===== src/rtl/lif_pkg.sv =====
// Shared constants and event type for the LIF AER encoder slice.
package lif_pkg;

    localparam int N_NEURONS = 8;
    localparam int TS_W      = 8;
    localparam int AW        = (N_NEURONS > 1) ? $clog2(N_NEURONS) : 1;
    localparam int PCW       = $clog2(N_NEURONS + 1);

    // One address-event word: which neuron fired and when it was serialised.
    typedef struct packed {
        logic [AW-1:0]   addr;
        logic [TS_W-1:0] ts;
    } aer_event_t;

    // Number of set bits in a spike-sized vector.
    function automatic logic [PCW-1:0] popcount(input logic [N_NEURONS-1:0] v);
        logic [PCW-1:0] sum;
        sum = '0;
        for (int i = 0; i < N_NEURONS; i++) begin
            sum = sum + PCW'(v[i]);
        end
        return sum;
    endfunction

endpackage


===== src/rtl/lif_aer_fifo.sv =====
// First-word fall-through FIFO of AER events. The head entry is visible on
// pop_data whenever empty is low. A push while full is accepted only if a pop
// happens in the same cycle, so occupancy stays at DEPTH.
module lif_aer_fifo
    import lif_pkg::*;
#(
    parameter int DEPTH = 8,
    localparam int PW   = $clog2(DEPTH),
    localparam int CW   = PW + 1
) (
    input  logic              clk,
    input  logic              rst_n,
    input  logic              push,
    input  aer_event_t        push_data,
    input  logic              pop,
    output aer_event_t        pop_data,
    output logic              full,
    output logic              empty,
    output logic [CW-1:0]     count
);

    aer_event_t        mem [DEPTH];
    logic [PW-1:0]     wr_ptr_reg;
    logic [PW-1:0]     rd_ptr_reg;
    logic [CW-1:0]     count_reg;
    logic              push_ok;
    logic              pop_ok;

    assign full     = (count_reg == CW'(DEPTH));
    assign empty    = (count_reg == '0);
    assign count    = count_reg;
    assign push_ok  = push & (~full | pop_ok);
    assign pop_ok   = pop & ~empty;
    assign pop_data = mem[rd_ptr_reg];

    // Storage write; contents need no reset because the pointers gate visibility.
    always_ff @(posedge clk) begin
        if (push_ok) begin
            mem[wr_ptr_reg] <= push_data;
        end
    end

    // Pointer and occupancy update; power-of-two depth lets pointers wrap freely.
    always_ff @(posedge clk or negedge rst_n) begin
        if (!rst_n) begin
            wr_ptr_reg <= '0;
            rd_ptr_reg <= '0;
            count_reg  <= '0;
        end else begin
            if (push_ok) wr_ptr_reg <= wr_ptr_reg + PW'(1);
            if (pop_ok)  rd_ptr_reg <= rd_ptr_reg + PW'(1);
            case ({push_ok, pop_ok})
                2'b10:   count_reg <= count_reg + CW'(1);
                2'b01:   count_reg <= count_reg - CW'(1);
                default: count_reg <= count_reg;
            endcase
        end
    end

endmodule


===== src/rtl/lif_aer_encoder.sv =====
// LIF spike vector to address-event serialiser.
// Samples spike_in every enabled cycle into a pending vector, grants the
// lowest pending neuron into a FWFT FIFO as {index, timestamp}, and counts
// spikes that arrive while their neuron is still pending.
// Build option: define LIF_AER_EDGE_EN to sample rising edges of spike_in
// instead of levels (a held-high line then yields a single event).
module lif_aer_encoder
    import lif_pkg::*;
#(
    parameter int  FIFO_DEPTH = 8,
    localparam int CW         = $clog2(FIFO_DEPTH) + 1
) (
    input  logic                 clk,
    input  logic                 rst_n,
    input  logic                 ena,
    input  logic [N_NEURONS-1:0] spike_in,
    output logic                 aer_valid,
    input  logic                 aer_ready,
    output logic [AW-1:0]        aer_addr,
    output logic [TS_W-1:0]      aer_ts,
    output logic [CW-1:0]        fifo_count,
    output logic                 overflow,
    output logic [7:0]           drop_count
);

    logic [TS_W-1:0]      ts_reg;
    logic [N_NEURONS-1:0] pend_reg;
    logic [N_NEURONS-1:0] pend_next;
    logic [N_NEURONS-1:0] sample;
    logic [N_NEURONS-1:0] grant_vec;
    logic [N_NEURONS:0]   lower_any;
    logic [N_NEURONS-1:0] drop_vec;
    logic [AW-1:0]        grant_idx;
    logic                 grant_any;
    logic                 can_grant;
    logic                 pop;
    logic                 fifo_full;
    logic                 fifo_empty;
    logic [7:0]           drop_count_reg;
    logic [7:0]           drop_count_next;
    logic [8:0]           drop_sum;
    logic                 overflow_reg;
    aer_event_t           push_event;
    aer_event_t           head_event;

`ifdef LIF_AER_EDGE_EN
    logic [N_NEURONS-1:0] spike_q_reg;

    // Previous spike levels, advanced only on enabled cycles.
    always_ff @(posedge clk or negedge rst_n) begin
        if (!rst_n) begin
            spike_q_reg <= '0;
        end else if (ena) begin
            spike_q_reg <= spike_in;
        end
    end

    assign sample = spike_in & ~spike_q_reg;
`else
    assign sample = spike_in;
`endif

    assign pop       = aer_valid & aer_ready;
    assign can_grant = ena & (|pend_reg) & (~fifo_full | pop);

    // Lowest-index priority: a bit wins when no lower bit is pending.
    assign lower_any[0] = 1'b0;
    generate
        for (genvar gi = 0; gi < N_NEURONS; gi++) begin : g_prio
            assign lower_any[gi+1] = lower_any[gi] | pend_reg[gi];
            assign grant_vec[gi]   = can_grant & pend_reg[gi] & ~lower_any[gi];
        end
    endgenerate

    assign grant_any = |grant_vec;

    // One-hot grant to binary index; OR-ing is safe because at most one bit is set.
    always_comb begin
        grant_idx = '0;
        for (int i = 0; i < N_NEURONS; i++) begin
            if (grant_vec[i]) grant_idx = grant_idx | AW'(i);
        end
    end

    // Pending update and drop detection: a re-sampled bit that was granted this
    // cycle is a fresh spike, one that is still waiting is lost.
    always_comb begin
        pend_next = pend_reg;
        drop_vec  = '0;
        if (ena) begin
            pend_next = (pend_reg & ~grant_vec) | sample;
            drop_vec  = sample & pend_reg & ~grant_vec;
        end
    end

    assign drop_sum        = {1'b0, drop_count_reg} + 9'(popcount(drop_vec));
    assign drop_count_next = drop_sum[8] ? 8'hFF : drop_sum[7:0];

    // Timestamp, pending vector and drop statistics.
    always_ff @(posedge clk or negedge rst_n) begin
        if (!rst_n) begin
            ts_reg         <= '0;
            pend_reg       <= '0;
            drop_count_reg <= '0;
            overflow_reg   <= 1'b0;
        end else begin
            pend_reg       <= pend_next;
            drop_count_reg <= drop_count_next;
            if (ena)       ts_reg       <= ts_reg + TS_W'(1);
            if (|drop_vec) overflow_reg <= 1'b1;
        end
    end

    assign push_event.addr = grant_idx;
    assign push_event.ts   = ts_reg;

    lif_aer_fifo #(
        .DEPTH (FIFO_DEPTH)
    ) u_fifo (
        .clk       (clk),
        .rst_n     (rst_n),
        .push      (grant_any),
        .push_data (push_event),
        .pop       (pop),
        .pop_data  (head_event),
        .full      (fifo_full),
        .empty     (fifo_empty),
        .count     (fifo_count)
    );

    // Head data is masked while empty so stale storage never reaches the pins.
    assign aer_valid  = ~fifo_empty;
    assign aer_addr   = aer_valid ? head_event.addr : '0;
    assign aer_ts     = aer_valid ? head_event.ts   : '0;
    assign overflow   = overflow_reg;
    assign drop_count = drop_count_reg;

endmodule

===== config.mk =====
export PLATFORM = sky130hd
export DESIGN_NAME = lif_aer_encoder
export DESIGN_NICKNAME = d
export VERILOG_FILES = /design/src/rtl/lif_pkg.sv /design/src/rtl/lif_aer_fifo.sv /design/src/rtl/lif_aer_encoder.sv
export SDC_FILE = /design/constraint.sdc
export NUM_CORES = 1
export LEC_CHECK = 0
export CORE_UTILIZATION = 29
export DETAILED_ROUTE_END_ITERATION = 8
export PLACE_DENSITY = 0.56
export SYNTH_ARGS = -nofsm -noshare
export SYNTH_HDL_FRONTEND = slang
export SYNTH_SLANG_ARGS = --single-unit

===== constraint.sdc =====
create_clock -name clk -period 5.93 [get_ports clk]
set_input_delay 1.186 -clock clk [delete_from_list [all_inputs] [get_ports clk]]
set_output_delay 1.186 -clock clk [all_outputs]
set_load 0.02 [all_outputs]

==> metrics <==
dominant cells by area after synthesis=edfxtp_1, dfrtp_1, mux4_2; yosys warns=0; FF-to-FF Start=u_fifo.count[2]$_DFFE_PN0P_; Post-synth EDFFs=88; die width=139 um; dominant cell type by area after synthesis=edfxtp_1; CTS clk-pin slew, worst paths=approximately 0.060 ns; root buffer cell=clkbuf_16; Final Skew=0.00767 ns; final hold violations=0; RSZ-0062 raised after global routing=no; # diodes=0; Setup Buffers After CTS=0; synthesized flop and latch total=around 120; Syn Inst Count=~360; metal2 WL=roughly 5.6 mm; worst r2r dst=drop_count[5]$_DFF_PN0_; CTS buffer count=17; Starting DRT DRC Count=about 190; Skew-Pair Late Insertion Delay=slightly above 0.4 ns; drt first pass iters=4; Hold Crit Class=reg -> reg; pwr dens=~540 nW/um^2; register with the highest flop count=u_fifo.mem; Synth Cell Area=about 5500 um^2; PortBufs=36; # clock sinks=between 100 and 150; nets=between 400 and 500; Core Area=about 18000 um^2; # hold bufs at CTS=0; max reg flops=a little under 90; Rows=49; Hold Crit Start=u_fifo.count[3]$_DFFE_PN0P_; synthesized area per cell=15.3 um^2; hold path depth=1; Static Leak=2.45 nW; H-tree lvl count=4; Max Cap Viol=0; Max VDD drop=~0.00024 V; Slew @ Worst Pin=around 1.2 ns; post-cts sizing count=0; Routed met1 length=roughly 4.9 mm; Area growth, synth to finish=22.9%; flop2flop setup slack=1.17 ns; Global Route Usage Sum=12.4%; hold path endpoint=u_fifo.count[3]$_DFFE_PN0P_; ys async rst share=28.5%; fmax=188 MHz; nature of the critical path endpoint=register; vias in the first global route=~3300; crit path max fanout=5; CP arrival=between 5 and 6 ns; DR vias/cell=between 4 and 5; initial antenna violation count=0; Critical Path Start Type=input pin; pre-CTS setup slack=0.184 ns; Post-DP HPWL=between 6 and 7 mm; Netlist cell types=54; Avg WL per Cell=about 17 um; grt total ovfl=0; fin. max-slew vios=0; Yosys top cell area share=48.3%; Post-Route WL=11.1 mm; # setup viols final=0; CTS tree=done; Final GP Congestion=0.905; Tmin final=5.32 ns; Net Count, Synth=389; most frequent cells in the layout=edfxtp_1, dfrtp_1, clkdlybuf4s50_1; status=completed; largest net degree at the start of global routing=36; Main synth FF type=edfxtp_1; clock tree buffer depth=2; # IOs=37; DRC=0; Via Count=3156; die area=approximately 19000 um^2; share of layout cells above drive strength 1=between 10% and 20%; met3 wire length=around 500 um; post-synthesis sequential area ratio=between 60 and 70%; worst path required time=6.22 ns; first-pass GRT wire length=roughly 18 mm; final worst slack=approximately 0.61 ns; DIE HEIGHT=between 100 and 150 um; Slew HR=23.1%; Sum Neg Setup Slack=0 ns; initial core utilization=between 30% and 40%; R2R cell count=14; Crit Path Category=in -> reg; final total power=between 3 and 4 mW; commonest non-fill, non-tap cell in the layout=edfxtp_1; Fill cells=roughly 1700; highest routed layer=met4; period utilisation layout=approximately 90%; Antenna Nets Post-Route=0
cells in the mapped netlist, drive strengths merged, types with 2 or more instances:
library cell and count:
ha 12, nand3 11, xnor2 10, nor3b 2, nand4 5, dfrtp 35
mux2i 13, nor4 3, nor3 9, a22o 4, mux2 4, a21oi 12
inv 9, mux4 22, fa 6, o21ai 11, buf 11, nand2b 3
nand2 28, edfxtp 88, a41oi 2, xor2 6, a31oi 2, clkbuf 6
a21o 2, nor2b 2, nor2 27
per-stage QoR:
stage	cell area, um^2	utilization (%)	std cells	hold slack (ns)
after floorplan	5480	-	359	0.508
after global placement	6140	33.7	616	0.521
after detailed placement	6140	33.7	616	0.533
after CTS	6730	37.0	647	0.549
after global routing	6730	37.0	647	0.584
final	6730	37.0	647	0.540
critical path: stages:
cell             delay [ns]
clkdlybuf4s50_1        0.49
nand2b_1               0.17
or2_1                  0.19
nor2_1                 0.11
fa_1                   0.51
inv_1                  0.05
fa_1                   0.52
inv_1                  0.05
fa_1                   0.50
fa_1                   0.47
fa_1                   0.42
a21o_1                 0.19
a21oi_1                0.31
o21ai_0                0.17
mux2_2                 0.29
layer usage:
metal	vias to the layer above	track usage (%)
li1	1459	-
met1	1595	15.6
met2	84	20.4
met3	18	3.75
met4	0	3.98
met5	-	0
layout make-up:
type	count	area (um^2)	share of cell area, %
clock inverters	14	171	2.55
well taps	229	287	4.26
multi-input cells	209	1870	27.8
flip-flops and latches	123	3520	52.3
clock buffers	17	425	6.32
repair buffers	45	423	6.28
inverters	10	38.8	0.576
where the power goes:
group / leakage (nW) / switching (mW) / internal [mW] / total [mW]
Sequential: 1.21 / 0.245 / 1.18 / 1.42
Combinational: 0.954 / 0.577 / 0.606 / 1.18
Clock: 0.287 / 0.374 / 0.659 / 1.03
worst max-delay path by stage:
stage	end	cells after the start	slack [ns]	from
after floorplan	drop_count[5]$_DFF_PN0_	15	0.80	aer_ready
final	drop_count[5]$_DFF_PN0_	15	0.61	aer_ready
after detailed placement	drop_count[5]$_DFF_PN0_	15	0.18	aer_ready
after global placement	drop_count[5]$_DFF_PN0_	15	0.26	aer_ready
after global routing	drop_count[3]$_DFF_PN0_	16	0.28	aer_ready
after CTS	drop_count[5]$_DFF_PN0_	15	0.61	aer_ready
cells by family (layout without fill, tap and decap cells):
| group | Yosys count | after routing | synth area share (%) |
|---|---|---|---|
| flops | 123 | 123 | 64.2 |
| buf+inv | 27 | 86 | 2.17 |
| mux | 39 | 39 | 12.2 |
| xor+xnor | 16 | 16 | 2.56 |
| simple gates | 96 | 96 | 9.00 |
| fa+ha+maj | 18 | 18 | 4.93 |
| compound gates | 40 | 40 | 4.84 |
No activity file was read; power rests on OpenSTA's default activity.
==> patch 1, RTL diff (same settings) <==
Build with the macro `LIF_AER_EDGE_EN` defined.
--- a/src/rtl/lif_aer_encoder.sv
+++ b/src/rtl/lif_aer_encoder.sv
@@ -4,6 +4,8 @@
 // spikes that arrive while their neuron is still pending.
 // Build option: define LIF_AER_EDGE_EN to sample rising edges of spike_in
 // instead of levels (a held-high line then yields a single event).
+`define LIF_AER_EDGE_EN
+
 module lif_aer_encoder
     import lif_pkg::*;
 #(
Behaviour: not the same (a bounded check fails within 4 cycles, from zero or initial values and one cycle with rst_n low).
==> patch 1 against the unedited design <==
Critical path depth is 1 higher. Worst setup slack better by 23 ps. Total power is 0.55% higher. Cell area is 4.1% higher. Area after synthesis is 4.1% higher. Sequential cell count is 8 higher. Routed wire length is 3.4% higher. Clock skew hardly changed.
==> patch 1: results (changes against the unedited design) <==
- Synthesized netlist net count: 407 (was 389)
- Startpoint of the worst register-to-register path: u_fifo.count[3] (was u_fifo.count[2])
- Vias: 3202 (was 3156)
- Fraction of registers with async set or reset after synthesis: 0.328 (was 0.285)
- Share of post-route cells with drive strength above 1: 0.183 (was 0.184)
- Port Buffers: 36 (unchanged)
- Worst slew margin relative to its limit: 0.225 (was 0.231)
- Gpl congestion: 0.841 (was 0.905)
- R2R cell count: 15 (was 14)
- DP Wirelength: 7470 um (was 6930 um)
- Cell internal pwr: 2440 uW (about the same)
- Max VDD drop: 0.271 mV (was 0.244 mV)
- Post-Route Skew: 7.41 ps (was 7.67 ps)
- Total Nets Final: 464 (was 436)
- Initial DRC count: 154 (was 187)
- Largest net degree at the start of global routing: 44 (was 36)
- Routed length per placed instance: 16.2 um (was 17.1 um)
- Total global routing track utilization: 0.124 (about the same)
- Via count of the first global-routing pass: 3407 (was 3285)
- Data arrival, critical path: 5590 ps (was 5620 ps)
- Outcome: finished clean (unchanged)
- Worst hold path startpoint: spike_q_reg[6] (was u_fifo.count[3])
- Capture endpoint of the worst hold path: pend_reg[6] (was u_fifo.count[3])
- Largest cells by area after synthesis: edfxtp_1 46%, dfrtp_1 19%, mux4_2 8.7%, ha_1 2.6%, mux2i_1 2.3% (was edfxtp_1 48%, dfrtp_1 16%, mux4_2 9.0%, ha_1 2.7%, mux2i_1 2.4%)
- Worst hold path stage count: 1 (unchanged)
- Synth unique cells: 47 (was 54)
- First-pass GRT wire length: 18400 um (was 18200 um)
- Sequential element share of the synthesized area: 0.652 (was 0.642)
[patch 1: cell families after synthesis]
family | Yosys count | share of synthesized area
adders and majority gates | 18 | 0.0474
and+or+nand+nor | 99 | 0.0847
muxes | 41 | 0.122
buffers and inverters | 29 | 0.0211
xor gates and xnor gates | 15 | 0.0230
AOI/OAI and AO/OA | 44 | 0.0502
DFF | 131 | 0.652
[patch 1: through the flow]
step	std cells	power [uW]	instance area, um^2	setup WS [ps]	hold slack (ps)
2_1_floorplan	377	2190	5700	798	423
3_3_place_gp	675	2640	6430	220	438
3_5_place_dp	675	2670	6430	187	449
4_1_cts	707	3710	7010	603	470
5_1_grt	707	3860	7010	411	513
6_report	707	3660	7010	631	468
[patch 1: cell type report]
type / count / share of cell area
flip-flops and latches: 131 / 0.531
multi-input cells: 217 / 0.266
repair buffers: 49 / 0.0646
clock buffers: 18 / 0.0612
well taps: 260 / 0.0464
clock inverters: 14 / 0.0218
inverters: 18 / 0.00964
[patch 1: worst max-delay path, delay by kind of cell]
| kind | cells | cell delay [ps] |
|---|---|---|
| multiplexers | 1 | 260 |
| adder cells (fa/ha/maj) | 5 | 2390 |
| AND/OR/NAND/NOR | 4 | 580 |
| buffers and inverters | 3 | 610 |
| AO/OA/AOI/OAI | 3 | 570 |
[patch 1: routing by layer]
layer / up-vias / GRT usage / part of all wire
met3: 12 / 0.0283 / 0.036
met4: 0 / 0.0515 / 0.014
met5: - / 0 / 0
li1: 1523 / - / -
met2: 56 / 0.202 / 0.48
met1: 1611 / 0.160 / 0.47
[patch 1: power by group through the flow]
stage                     clock, uW  sequential (uW)  combinational, uW
after floorplan                   0             1430                756
after global placement            0             1540               1100
after detailed placement          0             1550               1120
after CTS                      1040             1540               1130
after global routing           1080             1570               1210
final                          1030             1520               1110
==> patch 2, RTL diff (config.mk and constraints unchanged) <==
Made on the original files. Register the output `fifo_count`, without a reset; this adds one clock of latency there. The other outputs are not delayed to match.
--- a/src/rtl/lif_aer_encoder.sv
+++ b/src/rtl/lif_aer_encoder.sv
@@ -22,6 +22,8 @@
     output logic                 overflow,
     output logic [7:0]           drop_count
 );
+
+    logic [CW-1:0] fifo_count_d;
 
     logic [TS_W-1:0]      ts_reg;
     logic [N_NEURONS-1:0] pend_reg;
@@ -125,7 +127,7 @@
         .pop_data  (head_event),
         .full      (fifo_full),
         .empty     (fifo_empty),
-        .count     (fifo_count)
+        .count     (fifo_count_d)
     );
 
     // Head data is masked while empty so stale storage never reaches the pins.
@@ -135,4 +137,8 @@
     assign overflow   = overflow_reg;
     assign drop_count = drop_count_reg;
 
+    always_ff @(posedge clk) begin
+        fifo_count <= fifo_count_d;
+    end
+
 endmodule
Check against the original RTL: not equivalent (a bounded check fails within 4 cycles, from zero or initial values and one cycle with rst_n low).
==> patch 2 against the unedited design <==
Cell area grew 0.28%. Core utilization fell by 1.0 points. Worst setup slack worse by 41 ps. Critical path depth stayed put. Sequential share of layout area is 1.0 points higher. Sequential cell count rose by 4. Routed wire length grew 3.0%. Total power decreased by 1.7%. Area after synthesis up 1.5%. Largest cell class unchanged.
==> patch 2: results (changes against the unedited design) <==
- Data arrival, critical path: 5660 ps (was 5620 ps)
- First drt pass iteration count: 4 (unchanged)
- Post-CTS Repair Setup Buffers: 0 (unchanged)
- Aggregate routed wire length: 11400 um (was 11100 um)
- Synthesized netlist net count: 393 (was 389)
- Post-Route Skew: 10.8 ps (was 7.67 ps)
- Synth unique cells: 55 (was 54)
- Filler cell count in the final layout: 1800 (was 1705)
- Largest cells by area after synthesis: edfxtp_1 48%, dfrtp_1 16%, mux4_2 8.9%, ha_1 2.7%, mux2i_1 2.3% (was edfxtp_1 48%, dfrtp_1 16%, mux4_2 9.0%, ha_1 2.7%, mux2i_1 2.4%)
- H-tree depth reported by CTS: 4 (unchanged)
- Count of warnings emitted by yosys: 0 (unchanged)
- Share of post-route cells with drive strength above 1: 0.173 (was 0.184)
- Critical-path cell with the highest stage delay: fa_1 (unchanged)
- Leading post-synthesis cells by instance count: 88 x edfxtp_1, 35 x dfrtp_1, 28 x nand2_1, 26 x nor2_1, 22 x mux4_2 (unchanged)
- DRC violation count after routing: 0 (unchanged)
- Static Leakage: 0.00245 uW (about the same)
- Sequential element share of the synthesized area: 0.648 (was 0.642)
- Largest net degree at the start of global routing: 36 (unchanged)
- Number of antenna cells inserted: 0 (unchanged)
- Die Span X: 140 um (was 139 um)
- Fraction of synthesized cell area taken by the top area cell type: 0.476 (was 0.483)
- Count of placed standard cells in the final layout, fillers left out: 656 (was 647)
- Initial DRC count: 205 (was 187)
- Total Nets Final: 440 (was 436)
- Fraction of registers with async set or reset after synthesis: 0.276 (was 0.285)
- Port Buffers: 36 (unchanged)
- Clock transition at the register clock pins on the worst setup and hold paths after CTS: 60 ps (about the same)
- Clock buffer count from CTS: 17 (unchanged)
- Number of cells in the design after placement: 625 (was 616)
- Die boundary height: 140 um (was 139 um)
- First-pass GRT wire length: 18500 um (was 18200 um)
- Via count of the first global-routing pass: 3291 (was 3285)
- Cell internal pwr: 2390 uW (was 2440 uW)
- Number of antenna violations at the first check in global routing: 0 (unchanged)
- Syn_area_per_cell: 15.3 um^2 (about the same)
- Max incr delay on CP: 540 ps (was 520 ps)
- DP Wirelength: 7180 um (was 6930 um)
- Worst slew margin relative to its limit: 0.226 (was 0.231)
- Worst min-delay path category: register to register (unchanged)
- Clock tree root buffer cell: clkbuf_16 (unchanged)
- Highest net fanout along the worst path: 5 (unchanged)
- Outcome: finished clean (unchanged)
- Total global routing track utilization: 0.127 (was 0.124)
- Max VDD drop: 0.216 mV (was 0.244 mV)
- Gpl congestion: 0.865 (was 0.905)
- Post-cts repair resize count: 0 (unchanged)
- Via/cell ratio: 4.80 (was 4.88)
[patch 2: cell types whose count changed after synthesis, sizes merged]
cell / unedited run / this run
clkbuf: 6 / 7
buf: 11 / 10
dfxtp: 0 / 4
[patch 2: logic make-up (layout without fill, tap and decap cells)]
kind of cell	Yosys count	after routing	share of synthesized area
buffers and inverters	27	86	0.0214
DFF	127	127	0.648
xor gates and xnor gates	16	16	0.0252
AOI/OAI and AO/OA	40	40	0.0477
muxes	39	39	0.121
and+or+nand+nor	96	96	0.0887
adders and majority gates	18	18	0.0486
[patch 2: layout make-up]
cell class,count,area share
Inverter,10,0.00574
Clock buffer,20,0.0647
Tap cell,234,0.0434
Sequential cell,127,0.533
Timing Repair Buffer,45,0.0626
Clock inverter,11,0.0137
Multi-Input combinational cell,209,0.277
[patch 2: metrics by stage]
step	instance area (um^2)	util	hold WS, ps	setup WS [ps]
after detailed placement	6220	0.332	412	107
after CTS	6750	0.360	425	540
after floorplan	5560	-	394	804
after global placement	6220	0.332	413	273
final	6750	0.360	420	567
after global routing	6750	0.360	453	268
[patch 2: worst max-delay path: cells and delay by family]
family | cells | cell delay (ps)
AOI/OAI and AO/OA | 3 | 680
adders and majority gates | 5 | 2460
buffers and inverters | 3 | 610
muxes | 1 | 280
and+or+nand+nor | 3 | 440
[patch 2: power by group through the flow]
stage          clock (uW)  combinational (uW)  sequential, uW
6_report              931                1160            1490
3_3_place_gp            0                1170            1490
2_1_floorplan           0                 792            1400
5_1_grt               995                1270            1530
3_5_place_dp            0                1190            1510
4_1_cts               949                1190            1490
[patch 2: layer usage]
layer | global-route usage | share of wire | vias up
li1 | - | - | 1469
met1 | 0.160 | 0.46 | 1604
met4 | 0.0416 | 0.010 | 0
met5 | 0 | 0 | -
met2 | 0.209 | 0.49 | 65
met3 | 0.0383 | 0.039 | 11
[patch 2: final timing paths]
check	slack, ps	to	cells after the start	start
worst max-delay path	570	drop_count[5]	15	aer_ready
worst min-delay path	420	fifo_count[2]	0	u_fifo.count[2]
worst max register to register	1130	drop_count[5]	14	u_fifo.count[1]
worst min register to register	420	fifo_count[2]	0	u_fifo.count[2]
max in group asynchronous	4530	ts_reg[6]	1	rst_n
min in group asynchronous	870	pend_reg[4]	1	rst_n
